--- src/rtl/mult_accumulator.sv ---
// mult_accumulator: sums a programmed number of products from the upstream
// multiplier into one saturating result per job. Valid/ready on both sides,
// sticky per-job saturation flag, signed or unsigned per SIGNED_MULT.
module mult_accumulator #(
  parameter int DATA_WIDTH  = 8,
  parameter int SIGNED_MULT = 0,
  parameter int ACC_WIDTH   = 2*DATA_WIDTH+8,
  parameter int MAX_LEN     = 256,
  localparam int CNT_W      = $clog2(MAX_LEN+1),
  localparam int P_W        = 2*DATA_WIDTH
) (
  input  logic                 clk,
  input  logic                 rst,
  input  logic                 start,
  input  logic [CNT_W-1:0]     len,
  input  logic                 in_valid,
  output logic                 in_ready,
  input  logic [P_W-1:0]       in_p,
  output logic                 out_valid,
  input  logic                 out_ready,
  output logic [ACC_WIDTH-1:0] out_sum,
  output logic                 out_sat,
  output logic                 busy
);

  typedef enum logic [1:0] {IDLE, ACCUM, DONE} state_t;

  state_t                 state, state_nxt;
  logic [CNT_W-1:0]       len_q, count, len_clamped;
  logic [ACC_WIDTH-1:0]   acc, p_ext, acc_sat;
  logic [ACC_WIDTH:0]     sum_w;
  logic                   ovf, beat, last;

  assign len_clamped = (len > CNT_W'(MAX_LEN)) ? CNT_W'(MAX_LEN) : len;
  assign beat        = in_valid && (state == ACCUM);
  assign last        = (count == len_q - CNT_W'(1));
  assign out_sum     = acc;

  // Widen the product to accumulator width, sign- or zero-extending by mode.
  always_comb begin
    p_ext = '0;
    if (SIGNED_MULT != 0) p_ext = ACC_WIDTH'($signed(in_p));
    else                  p_ext = ACC_WIDTH'(in_p);
  end

  // One-bit-wider add, then clamp to the representable rail on overflow.
  always_comb begin
    sum_w   = '0;
    acc_sat = '0;
    ovf     = 1'b0;
    if (SIGNED_MULT != 0) begin
      sum_w = {acc[ACC_WIDTH-1], acc} + {p_ext[ACC_WIDTH-1], p_ext};
      ovf   = sum_w[ACC_WIDTH] ^ sum_w[ACC_WIDTH-1];
      if (ovf) acc_sat = sum_w[ACC_WIDTH] ? {1'b1, {(ACC_WIDTH-1){1'b0}}}
                                          : {1'b0, {(ACC_WIDTH-1){1'b1}}};
      else     acc_sat = sum_w[ACC_WIDTH-1:0];
    end else begin
      sum_w   = {1'b0, acc} + {1'b0, p_ext};
      ovf     = sum_w[ACC_WIDTH];
      acc_sat = ovf ? '1 : sum_w[ACC_WIDTH-1:0];
    end
  end

  // Next-state and handshake outputs; outputs depend on state only.
  always_comb begin
    state_nxt = state;
    in_ready  = 1'b0;
    out_valid = 1'b0;
    busy      = 1'b0;
    case (state)
      IDLE: begin
        if (start) state_nxt = (len == '0) ? DONE : ACCUM;
      end
      ACCUM: begin
        in_ready = 1'b1;
        busy     = 1'b1;
        if (beat && last) state_nxt = DONE;
      end
      DONE: begin
        out_valid = 1'b1;
        busy      = 1'b1;
        if (out_ready) state_nxt = IDLE;
      end
      default: state_nxt = IDLE;
    endcase
  end

  // State, accumulator, beat counter and sticky saturation flag.
  always_ff @(posedge clk) begin
    if (rst) begin
      state   <= IDLE;
      acc     <= '0;
      count   <= '0;
      len_q   <= '0;
      out_sat <= 1'b0;
    end else begin
      state <= state_nxt;
      case (state)
        IDLE: begin
          if (start) begin
            acc     <= '0;
            count   <= '0;
            out_sat <= 1'b0;
            len_q   <= len_clamped;
          end
        end
        ACCUM: begin
          if (beat) begin
            acc   <= acc_sat;
            count <= count + CNT_W'(1);
            if (ovf) out_sat <= 1'b1;
          end
        end
        default: ;
      endcase
    end
  end

endmodule

--- config.mk ---
export PLATFORM = sky130hd
export DESIGN_NAME = mult_accumulator
export DESIGN_NICKNAME = d
export VERILOG_FILES = /design/src/rtl/mult_accumulator.sv
export SDC_FILE = /design/constraint.sdc
export NUM_CORES = 1
export LEC_CHECK = 0
export ABC_AREA = 0
export ABC_CLOCK_PERIOD_IN_PS = 2400
export CAP_MARGIN = 20
export CORE_UTILIZATION = 25
export DETAILED_ROUTE_END_ITERATION = 8
export GPL_ROUTABILITY_DRIVEN = 0
export SYNTH_ARGS = -nofsm -noshare
export SYNTH_HDL_FRONTEND = slang
export SYNTH_SLANG_ARGS = --single-unit
--- constraint.sdc ---
create_clock -name clk -period 2.4 [get_ports clk]
set_clock_uncertainty 0.05 [all_clocks]
set_input_delay 0.24 -clock clk [delete_from_list [all_inputs] [get_ports clk]]
set_output_delay 0.24 -clock clk [all_outputs]
set_load 0.03 [all_outputs]
**After elaboration in Yosys (flattened, before gate mapping)**

Cells that the tools add are included.

- Register bits: 45
- Input port bits: 30
- Output and inout port bits: 28
- Logic and storage cells: 47

- Add/subtract/negate cells: 3
- Magnitude comparators: 1
- Equality and inequality tests: 8
- Muxes and demuxes: 20
- Reduce and logical (&&, ||, !) cells: 10

Operators by type and width:

| cell | number |
|---|---|
| 2-to-1 mux 24 bit | 3 |
| case mux 24 bit (2 select lines) | 1 |
| 2-to-1 mux 9 bit | 3 |
| adder 24 x 16 -> 25 bit | 1 |
| case mux 9 bit (2 select lines) | 1 |
| adder 9 x 1 -> 9 bit, second input constant | 1 |
| equality test 9 bit | 1 |
| > comparator 9 bit, second input constant | 1 |
| zero test 9 bit | 1 |
| subtractor 9 x 1 -> 9 bit, second input constant | 1 |
| 2-to-1 mux 2 bit | 4 |
| != test 2 bit, second input constant | 4 |
| 2-to-1 mux 1 bit | 6 |
| case mux 2 bit (3 select lines) | 1 |
| AND reduction 3 bit | 2 |
| AND reduction 4 bit | 1 |
| equality test 2 x 1 -> 1 bit, second input constant | 1 |
| equality test 2 bit, second input constant | 1 |
| logical AND 1 bit | 2 |
| zero test 2 bit | 1 |
| != test 2 x 1 -> 1 bit, second input constant | 1 |
| case mux 1 bit (2 select lines) | 1 |
| AND reduction 2 bit | 1 |
| nonzero test 2 bit | 1 |
| OR reduction 2 bit | 1 |

**Longest topological paths before layout**

- Depth after elaboration: 5
- Depth in mapped cells: 9
- Depth with buffers taken out: 8

**Least setup slack after synthesis**

No wires, ideal clock.

- Kind: reg2reg
- From: reg acc[13] (netlist: out_sum[13])
- To: reg acc[21] (netlist: out_sum[21])
- Setup time: 0.131 ns
- Data arrival time: 2.244 ns
- Required time: 2.219 ns
- Slack: -0.025 ns
- Stages on the path, launching flop included: 10
- Path buffers: 2
- Clock period less this slack: 2.425 ns
- Cells stage by stage: dfxtp_1 ha_1 buf_6 and4_4 and2_1 o31ai_4 a31oi_1 buf_2 o31ai_1 o211ai_1

- Longest elaborated chain between the ends: 4

RTL lines:

| what | line | text |
|---|---|---|
| start, declared | 30 | `logic [ACC_WIDTH-1:0] acc, p_ext, acc_sat;` |
| start signal, assigned | 109 | `acc <= acc_sat;` |
| adder 24 x 16 -> 25 bit | 58 | `sum_w = {1'b0, acc} + {1'b0, p_ext};` |
| 2-to-1 mux 24 bit | 60 | `acc_sat = ovf ? '1 : sum_w[ACC_WIDTH-1:0];` |
| 2-to-1 mux 24 bit | 108 | `if (beat) begin` |
| case mux 24 bit (2 select lines) | 98 | `case (state)` |

Every way passes these cells. The select of a mux whose other input is x is not followed.
A chain may end at the register's enable or synchronous reset.

**Worst setup path after layout**

- From: in in_p[0]
- To: reg acc[8] (netlist: out_sum[8])

- Longest elaborated chain between the ends: 4

RTL lines:

| what | line | text |
|---|---|---|
| start, declared | 18 | `input logic [P_W-1:0] in_p,` |
| adder 24 x 16 -> 25 bit | 58 |  |
| 2-to-1 mux 24 bit | 60 |  |
| 2-to-1 mux 24 bit | 108 |  |
| case mux 24 bit (2 select lines) | 98 |  |

Every way passes these cells. The select of a mux whose other input is x is not followed.

==> out/summary.txt <==
Final HPWL DP: 7.08 mm
post-synth cell types: 59
Mapped Avg Cell Area: 7.69 sq um
CP max FO: 3
core area: 12600 sq um
initial antenna violation count: 0
Detail Route Antenna Nets: 0
die area: 13300 sq um
max-cap check violation count: 0
CTS buffer count: 5
layout cell share with drive strength beyond 1: 0.142
Worst setup SP type: input pin
DRT iter0 DRCs: 198
largest cells by area after synthesis: dfxtp_1 (28%), ha_1 (8.2%), a21oi_1 (5.8%)
Post-Synthesis Cells: 418
Site Rows: 41
total chip power: 2.91 mW
setup violators final: 0
Synth area leader: dfxtp_1
max_slew headroom: 0.651
wire per inst: 13.5 microns
Initial Utilization: 0.256
post-synthesis async set-or-reset flop share: 0
largest net degree at the start of global routing: 19
Mapped Area: 3210 sq um
CTS tree: built
Critical Path RT: 2.56 ns
kind of critical path: in2reg
placed insts: 675
Post-synth EDFFs: 0
vias per cell: 4.94
clk root buf: clkbuf_16
FMAX: 435 MHz
area grow syn2layout: 40.5%
Arrival @ worst endpoint: 2.46 ns
Final min period: 2.30 ns
Initial DRT Pass Iterations: 4
Pleak: 1.72 nW
IO Port Bufs: 57
vias in the first global route: 3142
critical path endpoint category: flop
Total Nets Final: 564
DRT Wirelength: 9.22 mm
run status: completed
DRC: 0
Finished Layout Cells: 685
max-slew violation count: 0
final hold viol count: 0
commonest cells in the netlist: nand2_1 (46), dfxtp_1 (45), nor2_1 (38)
pwr/cell area: 645 nW/um^2
All-Layer GR Usage: 0.140
HP Class: reg2reg
first-pass GRT wire length: 14.8 mm
clock latency on the worst-skew pair: 0.29 ns
Warnings, synthesis: 0
chip height: 115 microns
Yosys reg bits: 45
# diodes: 0
VDD IR max: 0.284 mV
Slew @ Worst Pin: 0.522 ns
Synth Flop Type: dfxtp_1
fin crit share: 0.958
H-Tree Depth: 2
Vias: 3381
Worst-path clk slew: 0.06 ns
TritonCTS Sinks: 45
Mapped Nets: 470
Seq/Total Area, Yosys: 0.280
largest buffer count on any clock path: 2
io pins: 58
count leader, synth: nand2_1
gr ovfl total: 0
Die X: 115 microns
Synth top area share: 0.280
worst paths after layout:
path / start / endpoint / slack, ns / cells after the start
max reg2reg: out_sum[0]$_SDFFE_PP0P_ / out_sum[8]$_SDFFE_PP0P_ / 0.15 / 10
max: in_p[0] / out_sum[8]$_SDFFE_PP0P_ / 0.10 / 11
min: out_sum[0]$_SDFFE_PP0P_ / out_sum[0]$_SDFFE_PP0P_ / 0.42 / 2
min reg2reg: out_sum[0]$_SDFFE_PP0P_ / out_sum[0]$_SDFFE_PP0P_ / 0.42 / 2
layout by cell type, fill, tap and decap left out, types with 5 or more instances in the layout:
cell type	Yosys	final
o21ai_1	18	19
a21oi_1	37	37
a31oi_1	6	5
a21o_1	6	6
nand2_1	46	46
o21ai_0	13	12
buf_4	0	45
nand4_1	12	12
a211oi_1	7	6
inv_1	10	10
clkbuf_16	0	5
xor2_1	8	8
nand2b_1	6	6
nand3_1	18	17
ha_1	21	21
clkdlybuf4s50_1	0	57
nor3_1	16	16
nor3b_1	10	10
dfxtp_1	45	43
nor2_1	38	38
and3_1	6	6
nor2b_1	5	5
xnor2_1	13	13
critical path, stage by stage:
cell,delay [ns]
clkdlybuf4s50_1,0.41
ha_1,0.23
fa_2,0.35
a211oi_2,0.22
o21ai_1,0.12
buf_4,0.17
a21oi_1,0.20
buf_4,0.15
xnor2_1,0.10
o21ai_1,0.07
a21oi_1,0.18
metrics by stage:
stage	hold slack, ns	util	TNS [ns]	cell area, sq um	setup WS, ns
4_1_cts	0.415	0.355	0	4460	0.00395
5_1_grt	0.444	0.359	-0.0201	4510	-0.0176
6_report	0.416	0.359	0	4510	0.101
3_5_place_dp	0.406	0.341	-5.10	4280	-0.311
3_3_place_gp	0.395	0.341	-4.78	4280	-0.276
2_1_floorplan	0.354	-	0	3220	0.00774
power by group:
part           switching, mW  leakage (nW)  internal (mW)
registers             0.0708         0.365          0.812
clock network          0.305        0.0768          0.415
logic                  0.751          1.28          0.558
flip-flops by register name, summed over array words and instances (netlist names):
signal   count
out_sum     24
state        2
len_q        9
count        9
out_sat      1
cells by family (layout without fill, tap and decap cells):
group / count (synthesis) / after routing / synth area share
adder cells (fa/ha/maj): 22 / 22 / 0.0880
AND/OR/NAND/NOR: 178 / 178 / 0.283
buffers and inverters: 27 / 122 / 0.0350
flip-flops: 45 / 45 / 0.280
XOR/XNOR: 21 / 21 / 0.0572
AO/OA/AOI/OAI: 120 / 120 / 0.240
multiplexers: 5 / 5 / 0.0160
routing by layer:
metal	up-vias	global-route usage	wire, microns
li1	1737	-	-
met1	1561	0.192	4540
met2	78	0.222	4210
met3	5	0.0232	391
met4	0	0.0459	85
met5	-	0	0
timing repair:
| item | in CTS | in global routing |
|---|---|---|
| pin swaps | 3 | 1 |
| gates resized for setup | 2 | 11 |
| hold buffers | 0 | 0 |
| setup buffers | 2 | 0 |
| setup endpoints to repair | 2 | 17 |
| endpoints found under the hold margin | 0 | 0 |
area by class of cell:
| cell class | instances | area [sq um] |
|---|---|---|
| Clock buffer | 6 | 139 |
| Clock inverter | 2 | 13.8 |
| Fill cell | 1274 | 8060 |
| Inverter | 10 | 37.5 |
| Multi-Input combinational cell | 346 | 2260 |
| Sequential cell | 45 | 903 |
| Tap cell | 172 | 215 |
| Timing Repair Buffer | 104 | 940 |
Power figures use the tool's default switching activity.
